### config.mk
export PLATFORM = sky130hd
export DESIGN_NAME = led_pattern_monitor
export DESIGN_NICKNAME = d
export VERILOG_FILES = /design/src/rtl/led_pattern_monitor.sv
export SDC_FILE = /design/constraint.sdc
export NUM_CORES = 1
export LEC_CHECK = 0
export ABC_AREA = 1
export CORE_MARGIN = 2
export CORE_UTILIZATION = 35
export DETAILED_ROUTE_END_ITERATION = 12
export GPL_TIMING_DRIVEN = 0
export PLACE_DENSITY_LB_ADDON = 0.25
export SETUP_SLACK_MARGIN = 0.05
export SLEW_MARGIN = 20
export SYNTH_ARGS = -nofsm -noshare
export SYNTH_HDL_FRONTEND = slang
export SYNTH_SLANG_ARGS = --single-unit
### constraint.sdc
create_clock -name clock -period 8 [get_ports clock]
set_clock_uncertainty 0.15 [all_clocks]
set_input_delay 0.8 -clock clock [delete_from_list [all_inputs] [get_ports clock]]
set_output_delay 0.8 -clock clock [all_outputs]
set_load 0.01 [all_outputs]
### src/rtl/led_pattern_monitor.sv
`default_nettype none
// led_pattern_monitor: observes blue/green LED shifter outputs, checks the one-hot
// rotate-left sequence, classifies the step period and keeps sticky error flags.
module led_pattern_monitor #(
  parameter int NB_LEDS   = 4,
  parameter int NB_PERIOD = 8,
  parameter int NB_STEP   = 8,
  parameter int R0_PERIOD = 8,
  parameter int R1_PERIOD = 16,
  parameter int R2_PERIOD = 32,
  parameter int R3_PERIOD = 64,
  parameter int TOL       = 1
) (
  input  logic               clock,
  input  logic               i_reset,
  input  logic [NB_LEDS-1:0] i_led_b,
  input  logic [NB_LEDS-1:0] i_led_g,
  input  logic               i_clear,
  output logic [1:0]         o_rate,
  output logic               o_rate_valid,
  output logic               o_color,
  output logic               o_err_pattern,
  output logic               o_err_color,
  output logic               o_err_period,
  output logic [NB_STEP-1:0] o_step_count
);

  localparam logic [1:0]           ST_IDLE    = 2'd0;
  localparam logic [1:0]           ST_LOCK    = 2'd1;
  localparam logic [1:0]           ST_TRACK   = 2'd2;
  localparam logic [NB_PERIOD-1:0] PERIOD_MAX = '1;

  logic [1:0]           state;
  logic [1:0]           state_next;

  logic [NB_LEDS-1:0]   samp_b;
  logic [NB_LEDS-1:0]   samp_g;
  logic [NB_LEDS-1:0]   prev_act;
  logic [NB_PERIOD-1:0] period;

  logic [1:0]           rate;
  logic                 rate_valid;
  logic                 color;
  logic                 err_pattern;
  logic                 err_color;
  logic                 err_period;
  logic [NB_STEP-1:0]   step_count;

  logic [NB_LEDS-1:0]   act;
  logic [NB_LEDS-1:0]   act_rotl;
  logic                 act_color;
  logic                 conflict;
  logic                 one_hot;
  logic                 transition;
  logic                 legal;
  logic [3:0]           rate_hit;
  logic                 any_hit;
  logic [1:0]           hit_code;

  logic                 enter_lock;
  logic                 idle_bad;
  logic                 running;
  logic                 step_event;
  logic                 classify;
  logic                 stall;
  logic                 color_change;

  function automatic logic near(input logic [NB_PERIOD-1:0] m, input int nominal);
    int mi;
    mi = int'(m);
    return (mi >= nominal - TOL) && (mi <= nominal + TOL);
  endfunction

  // Sample decode: a cycle with both colours lit carries no event.
  always_comb begin
    conflict  = (samp_b != '0) && (samp_g != '0);
    act       = conflict ? '0 : (samp_b | samp_g);
    act_color = (samp_g != '0);
  end

  assign act_rotl   = {prev_act[NB_LEDS-2:0], prev_act[NB_LEDS-1]};
  assign one_hot    = $onehot(act);
  assign transition = (act != '0) && (act != prev_act);
  assign legal      = one_hot && (act == act_rotl);

  assign rate_hit[0] = near(period, R0_PERIOD);
  assign rate_hit[1] = near(period, R1_PERIOD);
  assign rate_hit[2] = near(period, R2_PERIOD);
  assign rate_hit[3] = near(period, R3_PERIOD);
  assign any_hit     = |rate_hit;
  assign hit_code    = rate_hit[0] ? 2'd0 :
                       rate_hit[1] ? 2'd1 :
                       rate_hit[2] ? 2'd2 : 2'd3;

  always_ff @(posedge clock or negedge i_reset) begin
    if (!i_reset) begin
      state <= ST_IDLE;
    end else if (i_clear) begin
      state <= ST_IDLE;
    end else begin
      state <= state_next;
    end
  end

  always_comb begin
    state_next = state;
    case (state)
      ST_IDLE:  if (one_hot) state_next = ST_LOCK;
      ST_LOCK:  if (transition && legal) state_next = ST_TRACK;
      ST_TRACK: if (!transition && period == PERIOD_MAX) state_next = ST_LOCK;
      default:  state_next = ST_IDLE;
    endcase
  end

  always_comb begin
    running      = (state == ST_LOCK) || (state == ST_TRACK);
    enter_lock   = (state == ST_IDLE) && one_hot;
    idle_bad     = (state == ST_IDLE) && (act != '0) && !one_hot;
    step_event   = running && transition;
    classify     = (state == ST_TRACK) && transition;
    stall        = (state == ST_TRACK) && !transition && (period == PERIOD_MAX);
    color_change = running && (act != '0) && (act_color != color);
  end

  always_ff @(posedge clock or negedge i_reset) begin
    if (!i_reset) begin
      samp_b      <= '0;
      samp_g      <= '0;
      prev_act    <= '0;
      period      <= '0;
      rate        <= '0;
      rate_valid  <= 1'b0;
      color       <= 1'b0;
      err_pattern <= 1'b0;
      err_color   <= 1'b0;
      err_period  <= 1'b0;
      step_count  <= '0;
    end else if (i_clear) begin
      samp_b      <= '0;
      samp_g      <= '0;
      prev_act    <= '0;
      period      <= '0;
      rate        <= '0;
      rate_valid  <= 1'b0;
      color       <= 1'b0;
      err_pattern <= 1'b0;
      err_color   <= 1'b0;
      err_period  <= 1'b0;
      step_count  <= '0;
    end else begin
      samp_b <= i_led_b;
      samp_g <= i_led_g;
      // The reference vector survives blank and both-lit cycles.
      if (act != '0) prev_act <= act;
      if (conflict)  err_color <= 1'b1;
      if (idle_bad)  err_pattern <= 1'b1;
      if (enter_lock) begin
        color  <= act_color;
        period <= {{(NB_PERIOD-1){1'b0}}, 1'b1};
      end
      if (color_change) begin
        err_color <= 1'b1;
        color     <= act_color;
      end
      if (step_event) begin
        period <= {{(NB_PERIOD-1){1'b0}}, 1'b1};
        if (legal) step_count <= step_count + 1'b1;
        else       err_pattern <= 1'b1;
      end else if (running && period != PERIOD_MAX) begin
        period <= period + 1'b1;
      end
      if (classify) begin
        if (any_hit) begin
          rate       <= hit_code;
          rate_valid <= 1'b1;
        end else begin
          err_period <= 1'b1;
          rate_valid <= 1'b0;
        end
      end
      if (stall) rate_valid <= 1'b0;
    end
  end

  assign o_rate        = rate;
  assign o_rate_valid  = rate_valid;
  assign o_color       = color;
  assign o_err_pattern = err_pattern;
  assign o_err_color   = err_color;
  assign o_err_period  = err_period;
  assign o_step_count  = step_count;

endmodule
`default_nettype wire

==> summary.json <==
{
  "layout": {
    "fillers": 699,
    "diodes": 0,
    "area_delta_synth_final_pct": 19.2,
    "num-nets-final": 377,
    "final_layout_size_suffix_gt1_share_pct": 15.3
  },
  "logic_synthesis": {
    "postSynthNetCount": 344,
    "synthDominantCellAreaShare_pct": 36.8,
    "netlist_top_cells_area": "sky130_fd_sc_hd__dfrtp_1 37%, sky130_fd_sc_hd__nand2_1 9.7%, sky130_fd_sc_hd__ha_1 6.0%",
    "synth.top_cells.by_count": "65 x sky130_fd_sc_hd__nand2_1, 39 x sky130_fd_sc_hd__inv_1, 37 x sky130_fd_sc_hd__dfrtp_1, 34 x sky130_fd_sc_hd__nor2_1, 30 x sky130_fd_sc_hd__nand3_1",
    "synth_edf_count": 0,
    "synth_top_area_cell": "sky130_fd_sc_hd__dfrtp_1",
    "synth-main-ff-cell": "sky130_fd_sc_hd__dfrtp_1",
    "synth.ff_latch_count": 37,
    "postSynth.asyncResetShare_pct": 100,
    "yosysWarningCount": 0,
    "syn-instance-count": 321,
    "syn-mean-instance-area_sq_um": 7.84,
    "ys_types": 35,
    "dominant_cell_by_count_in_the_synthesized_netlist": "sky130_fd_sc_hd__nand2_1",
    "synth_area_sq_mm": 0.00252,
    "sequential_share_of_the_synthesized_area_pct": 36.8
  },
  "clocking": {
    "cts-root-to-sink-buffers": 2,
    "htreeDepth": 2,
    "root_buffer": "sky130_fd_sc_hd__clkbuf_8",
    "worst_skew_pair.late_latency_ns": 0.29,
    "numClockSinks": 37,
    "cts_hold_buffers": 0,
    "cts_tree": "built",
    "postCtsSetupRepairBufs": 0,
    "clk_pin_slew_ns": 0.08,
    "cts.repair.resized": 0,
    "cts_inserted_buffers": 5
  },
  "setup_path": {
    "startpoint_type": "flop",
    "crit_required_ns": 8.04,
    "family_of_cells_with_the_greatest_summed_delay_on_the_critical_path": "simple AND/OR/NAND/NOR gates",
    "max_fanout_on_critical_path": 10,
    "largest_stage_delay_on_the_critical_path_ns": 0.39,
    "standard_cell_with_the_maximum_stage_delay_on_the_critical_path": "sky130_fd_sc_hd__dfrtp_1",
    "worstSetupPathType": "reg -> reg",
    "worst_ep_arrival_time_ns": 3.44,
    "timing.critical_path.cells": "nor2_2, nand2_4, nand2_8, nand2_4, ha_1, ha_1, ha_1, ha_1, nor3_1, nand2_1, nand3b_4, nor2_4, nand2_4, nor2_8, nor2_4, buf_6, nand2_2, o21ai_2",
    "worst_setup_end_kind": "flop",
    "most_common_cell_on_crit_path": "sky130_fd_sc_hd__ha_1",
    "path_buf_inv": 1
  },
  "grt": {
    "grt_pass1_vias": 2025,
    "grt_start_max_net_pins": 21,
    "initial_antenna_violation_count": 0,
    "grt_remaining_overflow": 0,
    "globalRouteTotalUtil_pct": 14.6,
    "global_route_wire_length_before_repair_um": 8980
  },
  "sta": {
    "slew_headroom_pct": 64.9,
    "f_max_ghz": 0.294,
    "setup_viol": 0,
    "hold_viol": 0,
    "totalNegativeSetupSlack_ns": 0,
    "worstMarginPinSlew_ns": 0.526,
    "rsz_0062_raised_after_global_routing": "false",
    "timing.final.crit_period_ns": 3.40,
    "timing_max_transition_violations_final": 0,
    "layout_worst_path_cycle_share_pct": 42.5
  },
  "job": {
    "drv_cap": 0
  },
  "detailed_routing": {
    "ant_nets": 0,
    "drt_wl_total_um": 5140,
    "detail_route.iter0.violations": 89,
    "detailed_route_via_count": 2137,
    "via_per_inst": 4.75,
    "avgRoutedWirePerCell_um": 11.4,
    "drcViolationCount": 0,
    "first_pass_iters": 4
  },
  "status": {
    "outcome": "finished clean"
  },
  "floorplanning": {
    "start_util_pct": 36.6,
    "design.portCount": 26,
    "die_footprint_sq_mm": 0.00789,
    "chipWidth_um": 88.8,
    "num_rows": 30,
    "die_h_um": 88.8,
    "core_area_sq_mm": 0.00687
  },
  "power_and_ir_drop": {
    "fin_total_pwr_w": 0.000593,
    "power.density_cell_area_mw_per_mm2": 197,
    "vdd_drop_max_v": 0.000103,
    "static-leakage-power_nw": 1.50
  },
  "place": {
    "weighted_congestion_reported_at_the_end_of_routability_driven_placement": 0.903,
    "dp_hpwl_um": 3970,
    "io_buffer_count": 25
  },
  "hold_path": {
    "hp-class": "in -> async"
  }
}
-- worst reg2reg max path, cell delays in order, from the launching register on --
cell,delay [ns]
sky130_fd_sc_hd__dfrtp_1,0.39
sky130_fd_sc_hd__nor2_2,0.15
sky130_fd_sc_hd__nand2_4,0.10
sky130_fd_sc_hd__nand2_8,0.14
sky130_fd_sc_hd__nand2_4,0.08
sky130_fd_sc_hd__ha_1,0.30
sky130_fd_sc_hd__ha_1,0.28
sky130_fd_sc_hd__ha_1,0.18
sky130_fd_sc_hd__ha_1,0.26
sky130_fd_sc_hd__nor3_1,0.37
sky130_fd_sc_hd__nand2_1,0.09
sky130_fd_sc_hd__nand3b_4,0.17
sky130_fd_sc_hd__nor2_4,0.12
sky130_fd_sc_hd__nand2_4,0.08
sky130_fd_sc_hd__nor2_8,0.14
sky130_fd_sc_hd__nor2_4,0.05
sky130_fd_sc_hd__buf_6,0.15
sky130_fd_sc_hd__nand2_2,0.06
sky130_fd_sc_hd__o21ai_2,0.04
-- per-layer routing --
| metal | vias to the layer above | global-route usage [%] | wire length, um | share of wire [%] |
|---|---|---|---|---|
| met3 | 13 | 2.99 | 238 | 4.6 |
| met2 | 56 | 24.6 | 2360 | 46 |
| met1 | 969 | 18.1 | 2390 | 46 |
| met4 | 0 | 5.92 | 154 | 3.0 |
| met5 | - | 0 | 0 | 0 |
| li1 | 1099 | - | - | - |
-- power breakdown --
group	internal [W]	total, W	leakage (nW)	switching (W)
Sequential	0.000207	0.000227	0.493	0.0000192
Clock	0.0000681	0.000136	0.0433	0.0000677
Combinational	0.0000903	0.000230	0.968	0.000140
Total	0.000366	0.000593	1.50	0.000227
-- cell families after synthesis --
kind of cell | share of synthesized area, %
fa+ha+maj | 5.96
buf+inv | 8.10
xor+xnor | 2.44
flops | 36.8
compound gates | 7.46
simple gates | 39.3
-- per-stage QoR --
stage                     setup slack (ns)  instance area (sq um)  utilization (%)  cells  hold WS, ns
after floorplan                       4.87                   2520                -    321        0.341
after global placement                4.60                   2890             42.0    442        0.355
after detailed placement              4.58                   2910             42.4    443        0.355
after CTS                             4.58                   3000             43.7    450        0.324
after global routing                  4.37                   3000             43.7    450        0.345
final                                 4.60                   3000             43.7    450        0.311
-- path summary, 6_finish.rpt --
path / startpoint / end / slack [ns] / cells past startpoint
min reg2reg: o_err_period / o_err_period / 0.37 / 2
min in group clock: o_err_period / o_err_period / 0.37 / 2
min: i_reset / o_step_count[1] / 0.31 / 1
max reg2reg: samp_g[0] / o_step_count[5] / 4.60 / 18
max in group asynchronous: i_reset / period[0] / 6.93 / 2
max: samp_g[0] / o_step_count[5] / 4.60 / 18
-- sequential cells by signal (all words and copies together) (netlist names) --
name,flops
o_color,1
o_err_color,1
o_err_pattern,1
o_err_period,1
o_rate,2
o_rate_valid,1
o_step_count,8
period,8
prev_act,4
samp_b,4
samp_g,4
state,2
-- placed cells by master, fill, tap and decap left out, types with 7 or more instances in the layout --
cell type / synthesis / final
sky130_fd_sc_hd__a21oi_1: 7 / 7
sky130_fd_sc_hd__nand2_2: 14 / 14
sky130_fd_sc_hd__xor2_1: 7 / 7
sky130_fd_sc_hd__nand4_1: 9 / 9
sky130_fd_sc_hd__o21ai_0: 11 / 11
sky130_fd_sc_hd__nand2_1: 65 / 65
sky130_fd_sc_hd__clkdlybuf4s50_1: 0 / 24
sky130_fd_sc_hd__dfrtp_1: 37 / 37
sky130_fd_sc_hd__nor2_1: 34 / 34
sky130_fd_sc_hd__inv_1: 39 / 39
sky130_fd_sc_hd__nand3_1: 30 / 30
sky130_fd_sc_hd__ha_1: 12 / 12
-- area by class of cell --
| type | instances | area, sq um | share of cell area [%] |
|---|---|---|---|
| repair buffers | 26 | 273 | 9.09 |
| multi-input cells | 237 | 1390 | 46.2 |
| clock buffers | 6 | 82.6 | 2.75 |
| well taps | 96 | 120 | 4.00 |
| inverters | 41 | 154 | 5.13 |
| clock inverters | 1 | 7.51 | 0.250 |
| plain buffers | 6 | 50.0 | 1.67 |
| flip-flops and latches | 37 | 926 | 30.9 |
(Power assumes the default switching activity.)
